--- src/rtl/usr_pkg.sv ---
// Shared types and helpers for the universal shift register.
package usr_pkg;

   typedef enum logic [2:0] {
      HOLD  = 3'b000,
      SHL   = 3'b001,
      SHR   = 3'b010,
      ROL   = 3'b011,
      ROR   = 3'b100,
      LOAD  = 3'b101,
      ASR   = 3'b110,
      CLEAR = 3'b111
   } shift_mode_e;

   typedef enum logic {
      S_IDLE  = 1'b0,
      S_BURST = 1'b1
   } usr_state_e;

   function automatic logic is_shift_mode(shift_mode_e m);
      return (m == SHL) || (m == SHR) || (m == ROL) || (m == ROR) || (m == ASR);
   endfunction

endpackage

--- src/rtl/usr_next_val.sv ---
// Combinational next-value and shift-out strobes for one register operation.
module usr_next_val
   import usr_pkg::*;
#(
   parameter int WIDTH = 8
) (
   input  logic [WIDTH-1:0] r,
   input  shift_mode_e      mode,
   input  logic             sl,
   input  logic             sr,
   input  logic [WIDTH-1:0] load,
   output logic [WIDTH-1:0] nxt,
   output logic             msb_we,
   output logic             lsb_we
);

   always_comb begin
      nxt    = r;
      msb_we = 1'b0;
      lsb_we = 1'b0;
      case (mode)
         HOLD:  nxt = r;
         SHL:   begin nxt = {r[WIDTH-2:0], sl};       msb_we = 1'b1; end
         SHR:   begin nxt = {sr, r[WIDTH-1:1]};       lsb_we = 1'b1; end
         ROL:   begin nxt = {r[WIDTH-2:0], r[WIDTH-1]}; msb_we = 1'b1; end
         ROR:   begin nxt = {r[0], r[WIDTH-1:1]};     lsb_we = 1'b1; end
         LOAD:  nxt = load;
         ASR:   begin nxt = {r[WIDTH-1], r[WIDTH-1:1]}; lsb_we = 1'b1; end
         CLEAR: nxt = '0;
         default: nxt = r;
      endcase
   end

endmodule

--- src/rtl/univ_shift_reg.sv ---
// Universal shift register with single-step operation and a counted burst engine.
// state   | meaning
// S_IDLE  | single steps via en_i; start_i launches a burst
// S_BURST | one latched-mode shift per cycle until count reaches zero
module univ_shift_reg
   import usr_pkg::*;
#(
   parameter  int WIDTH = 8,
   localparam int CNT_W = $clog2(WIDTH) + 1
) (
   input  logic             clk,
   input  logic             reset,
   input  logic             en_i,
   input  logic [2:0]       mode_i,
   input  logic             sl_i,
   input  logic             sr_i,
   input  logic [WIDTH-1:0] load_i,
   input  logic             start_i,
   input  logic [CNT_W-1:0] cnt_i,
   output logic [WIDTH-1:0] sr_o,
   output logic             so_msb_o,
   output logic             so_lsb_o,
   output logic             busy_o,
   output logic             done_o
);

   usr_state_e       state;
   shift_mode_e      mode_q;
   logic [CNT_W-1:0] count;
   logic             zero_pend;

   shift_mode_e      mode_in;
   shift_mode_e      cur_mode;
   logic             start_ok;
   logic             act;
   logic [WIDTH-1:0] nxt;
   logic             msb_we;
   logic             lsb_we;

   assign mode_in  = shift_mode_e'(mode_i);
   assign cur_mode = (state == S_BURST) ? mode_q : mode_in;
   assign start_ok = (state == S_IDLE) && start_i && is_shift_mode(mode_in);
   // A zero-length start swallows en_i as well, since start_i wins in IDLE
   assign act      = (state == S_BURST) ||
                     ((state == S_IDLE) && (start_ok ? (cnt_i != '0) : en_i));
   assign busy_o   = (state == S_BURST);

   usr_next_val #(.WIDTH(WIDTH)) u_next (
      .r      (sr_o),
      .mode   (cur_mode),
      .sl     (sl_i),
      .sr     (sr_i),
      .load   (load_i),
      .nxt    (nxt),
      .msb_we (msb_we),
      .lsb_we (lsb_we)
   );

   always_ff @(posedge clk or posedge reset) begin
      if (reset) begin
         state     <= S_IDLE;
         mode_q    <= HOLD;
         count     <= '0;
         zero_pend <= 1'b0;
         sr_o      <= '0;
         so_msb_o  <= 1'b0;
         so_lsb_o  <= 1'b0;
         done_o    <= 1'b0;
      end else begin
         done_o    <= zero_pend;
         zero_pend <= 1'b0;
         if (act) begin
            sr_o <= nxt;
            if (msb_we) so_msb_o <= sr_o[WIDTH-1];
            if (lsb_we) so_lsb_o <= sr_o[0];
         end
         case (state)
            S_IDLE: begin
               if (start_ok) begin
                  if (cnt_i == '0) begin
                     zero_pend <= 1'b1;
                  end else begin
                     mode_q <= mode_in;
                     count  <= cnt_i - CNT_W'(1);
                     if (cnt_i == CNT_W'(1)) done_o <= 1'b1;
                     else                    state  <= S_BURST;
                  end
               end
            end
            S_BURST: begin
               count <= count - CNT_W'(1);
               if (count == CNT_W'(1)) begin
                  state  <= S_IDLE;
                  done_o <= 1'b1;
               end
            end
            default: state <= S_IDLE;
         endcase
      end
   end

endmodule

--- config.mk ---
export PLATFORM = sky130hd
export DESIGN_NAME = univ_shift_reg
export DESIGN_NICKNAME = d
export VERILOG_FILES = /design/src/rtl/usr_pkg.sv /design/src/rtl/usr_next_val.sv /design/src/rtl/univ_shift_reg.sv
export SDC_FILE = /design/constraint.sdc
export NUM_CORES = 1
export LEC_CHECK = 0
export ABC_AREA = 1
export BUFFER_PORTS_ARGS = -buffer_cell sky130_fd_sc_hd__buf_4
export CAP_MARGIN = 20
export CORE_ASPECT_RATIO = 0.75
export CORE_MARGIN = 2
export CORE_UTILIZATION = 40
export DETAILED_ROUTE_END_ITERATION = 12
export HOLD_SLACK_MARGIN = 0.1
export PLACE_DENSITY = 0.76
export SYNTH_ARGS = -nofsm -noshare
export SYNTH_HDL_FRONTEND = slang
export SYNTH_HIERARCHICAL = 1
export SYNTH_SLANG_ARGS = --single-unit
export TNS_END_PERCENT = 50
--- constraint.sdc ---
create_clock -name clk -period 1.69 [get_ports clk]
set_input_delay 0 -clock clk [delete_from_list [all_inputs] [get_ports clk]]
set_output_delay 0 -clock clk [all_outputs]
set_load 0.02 [all_outputs]
==> summary.txt <==
Route
  – Router iterations before antenna repair: 4
  – WL per Instance: between 10 and 15 um
  – DRC Markers: 0
  – Vias: 1,528
  – DRT iter0 DRCs: 111
  – Final ANT Viol Nets: 0
  – Via density: 4.88
  – Final wirelength: 3760 um

Timing
  – Period utilization: 94.7%
  – Max Fclk: 625 MHz
  – Slew HR: 82.5%
  – RSZ-0062 raised after global routing: yes
  – Final setup viols: 0
  – Skew final: 0.00292 ns
  – Fin. Hold Viols: 0
  – Worst Tran Pin Value: 0.263 ns
  – Final Slew Violations: 0
  – Final setup margin: 0.0891 ns
  – Crit path time final: 1.60 ns

Place
  – Gp weighted congestion: 0.900
  – DP Worst Slack: 0.0692 ns
  – Placed cell area: roughly 1800 sq um
  – Post-DP HPWL: 2790 um
  – # port buffers: 32

Setup path
  – Worst EP required: 1.85 ns
  – Startpoint Class: flip-flop
  – Critical Path End Type: flip-flop
  – Kind of critical path: reg2reg
  – Crit-path max FO: 8
  – WP data arrival: approximately 1.8 ns

Die
  – Initial Util: 41.3%
  – Die Area: 4240 sq um
  – I/O pins: 33
  – Core area: 3610 sq um
  – Rows: 19
  – Die width: 74.5 um
  – Chip height: 56.9 um

Global route
  – Largest net degree at the start of global routing: 21
  – Vias in the first global route: between 1,000 and 1,500
  – GRT Util Overall: 20.2%
  – First-pass GRT wire length: 6720 um
  – Grt ovf: 0
  – Initial antenna violation count: 0

Yosys
  – Syn_nets: roughly 240
  – Seq cells post-synth: 20
  – Syn_area_per_cell: 7.04 sq um
  – Seq/Total Area, Yosys: between 30% and 40%
  – Synth warn: 6
  – Synth unique cells: 29
  – Synthesized instance count: 212
  – Synthesized cell area: 1490 sq um

Job
  – Max-cap viol count: 0

Power and ir drop
  – VDD IR max: 1080 uV
  – Total power: 4.07 mW
  – P per Cell Area: 2010 nW/um^2
  – P_leak: about 1.1 nW

Clock tree
  – Bufs on Longest Clock Path: 2
  – CTS tree: built
  – Clk sinks: 20
  – Num CTS Buffers: 3
  – H-tree depth: 1
  – Clock latency on the worst-skew pair: 0.27 ns
  – CTS root buf: clkbuf_8
  – CTS clk-pin slew, worst paths: 0.07 ns

Hold path
  – Min-Delay Path Class: in2reg

Layout
  – Area added between synthesis and finish: 36.2%
  – Ant diodes: 0
  – Filler cells: ~340
  – Nets@finish: 287
  – Cell area after layout: 2030 sq um
  – Share of cells above drive strength 1: 29.5%

Outcome
  – Outcome: finished, final reports clean
-- metrics by stage --
| step | util [%] | instances | setup TNS, ns | hold slack [ns] |
|---|---|---|---|---|
| 2_1_floorplan | - | 212 | 0 | -0.0362 |
| 4_1_cts | 54.1 | 311 | 0 | 0.106 |
| 5_1_grt | 56.2 | 313 | -0.0528 | 0.135 |
| 6_report | 56.2 | 313 | 0 | 0.103 |
| 3_5_place_dp | 50.9 | 301 | 0 | 0.0519 |
| 3_3_place_gp | 50.9 | 301 | 0 | 0.0472 |
-- final cells by class --
class	count	area, sq um	share of cell area [%]
timing repair buffer	51	418	20.6
clock buffer	4	55.1	2.71
multi-input combinational	161	885	43.6
tap	52	65.1	3.20
sequential	20	502	24.7
inverter	25	106	5.24
-- cells by family after synthesis --
logic type                 share of synthesized area [%]
DFF                                                 33.6
AOI/OAI and AO/OA                                   7.80
adders and majority gates                           3.36
buffers and inverters                               10.7
xor gates and xnor gates                            1.76
and+or+nand+nor                                     42.8
-- registers in the layout, summed over array words and instances, names as in the netlist --
name	flops
busy_o	1
so_msb_o	1
so_lsb_o	1
done_o	1
zero_pend	1
sr_o	8
mode_q	3
count	4
-- metal layers --
metal | routed length [um] | vias up | part of all wire (%) | GRT usage [%]
met5 | 0 | - | 0 | 0
met4 | 39 | 0 | 1.0 | 3.83
met3 | 238 | 6 | 6.3 | 3.95
met2 | 1700 | 57 | 45 | 30.0
met1 | 1780 | 683 | 47 | 30.5
li1 | - | 782 | - | -
-- report_power, final --
group | total [mW] | internal [mW] | leakage, nW | switching [mW]
clock | 0.372 | 0.208 | 0.0288 | 0.164
combinational | 2.74 | 1.12 | 0.775 | 1.61
sequential | 0.965 | 0.713 | 0.247 | 0.252
-- final timing paths --
kind | start | endpoint | slack [ns] | depth (start not counted)
max | busy_o | sr_o[2] | 0.09 | 10
min | cnt_i[3] | busy_o | 0.10 | 5
max reg2reg | busy_o | sr_o[2] | 0.09 | 10
min reg2reg | zero_pend | done_o | 0.46 | 1
max in group asynchronous | reset | busy_o | 1.14 | 4
min in group asynchronous | reset | so_msb_o | 0.32 | 4
-- cell usage in the layout, fill, tap and decap left out, types with 5 or more instances in the layout --
| cell type | instances |
|---|---|
| dfrtp_1 | 19 |
| nand4_1 | 10 |
| nand3_1 | 22 |
| nor2_4 | 5 |
| dlygate4sd3_1 | 6 |
| o21ai_0 | 8 |
| buf_4 | 42 |
| nor2_1 | 24 |
| inv_1 | 20 |
| nand2_1 | 59 |
-- worst max-delay path, cell delays in order, from the launching register on --
cell     delay, ns
dfrtp_2       0.49
nand2_1       0.09
o21ai_1       0.06
buf_4         0.17
nor2_4        0.21
nand2_4       0.09
buf_6         0.14
nor2_1        0.08
nor2_1        0.05
nand2_1       0.06
nand2_1       0.05
-- synthesized netlist by cell type (all sizes together) --
cell	number	share of area, %
nand2	65	18
nor2	32	9.7
nand3	26	11
inv	25	7.0
dfrtp	20	34
o21ai	12	4.3
nand4	10	4.2
buf	5	3.5
ha	4	3.4
a21oi	3	1.0
o21a	2	1.0
xor2	2	1.2
a22oi	1	0.50
and2	1	0.42
clkbuf	1	0.25
o211ai	1	0.50
o21bai	1	0.50
xnor2	1	0.59
-- timing repair --
item | CTS | global route
setup endpoints to repair | 0 | 9
endpoints found under the hold margin | 25 | 0
setup buffers | 0 | 2
hold buffers | 6 | 0
resized for setup | 0 | 17
Power figures use the tool's default switching activity.
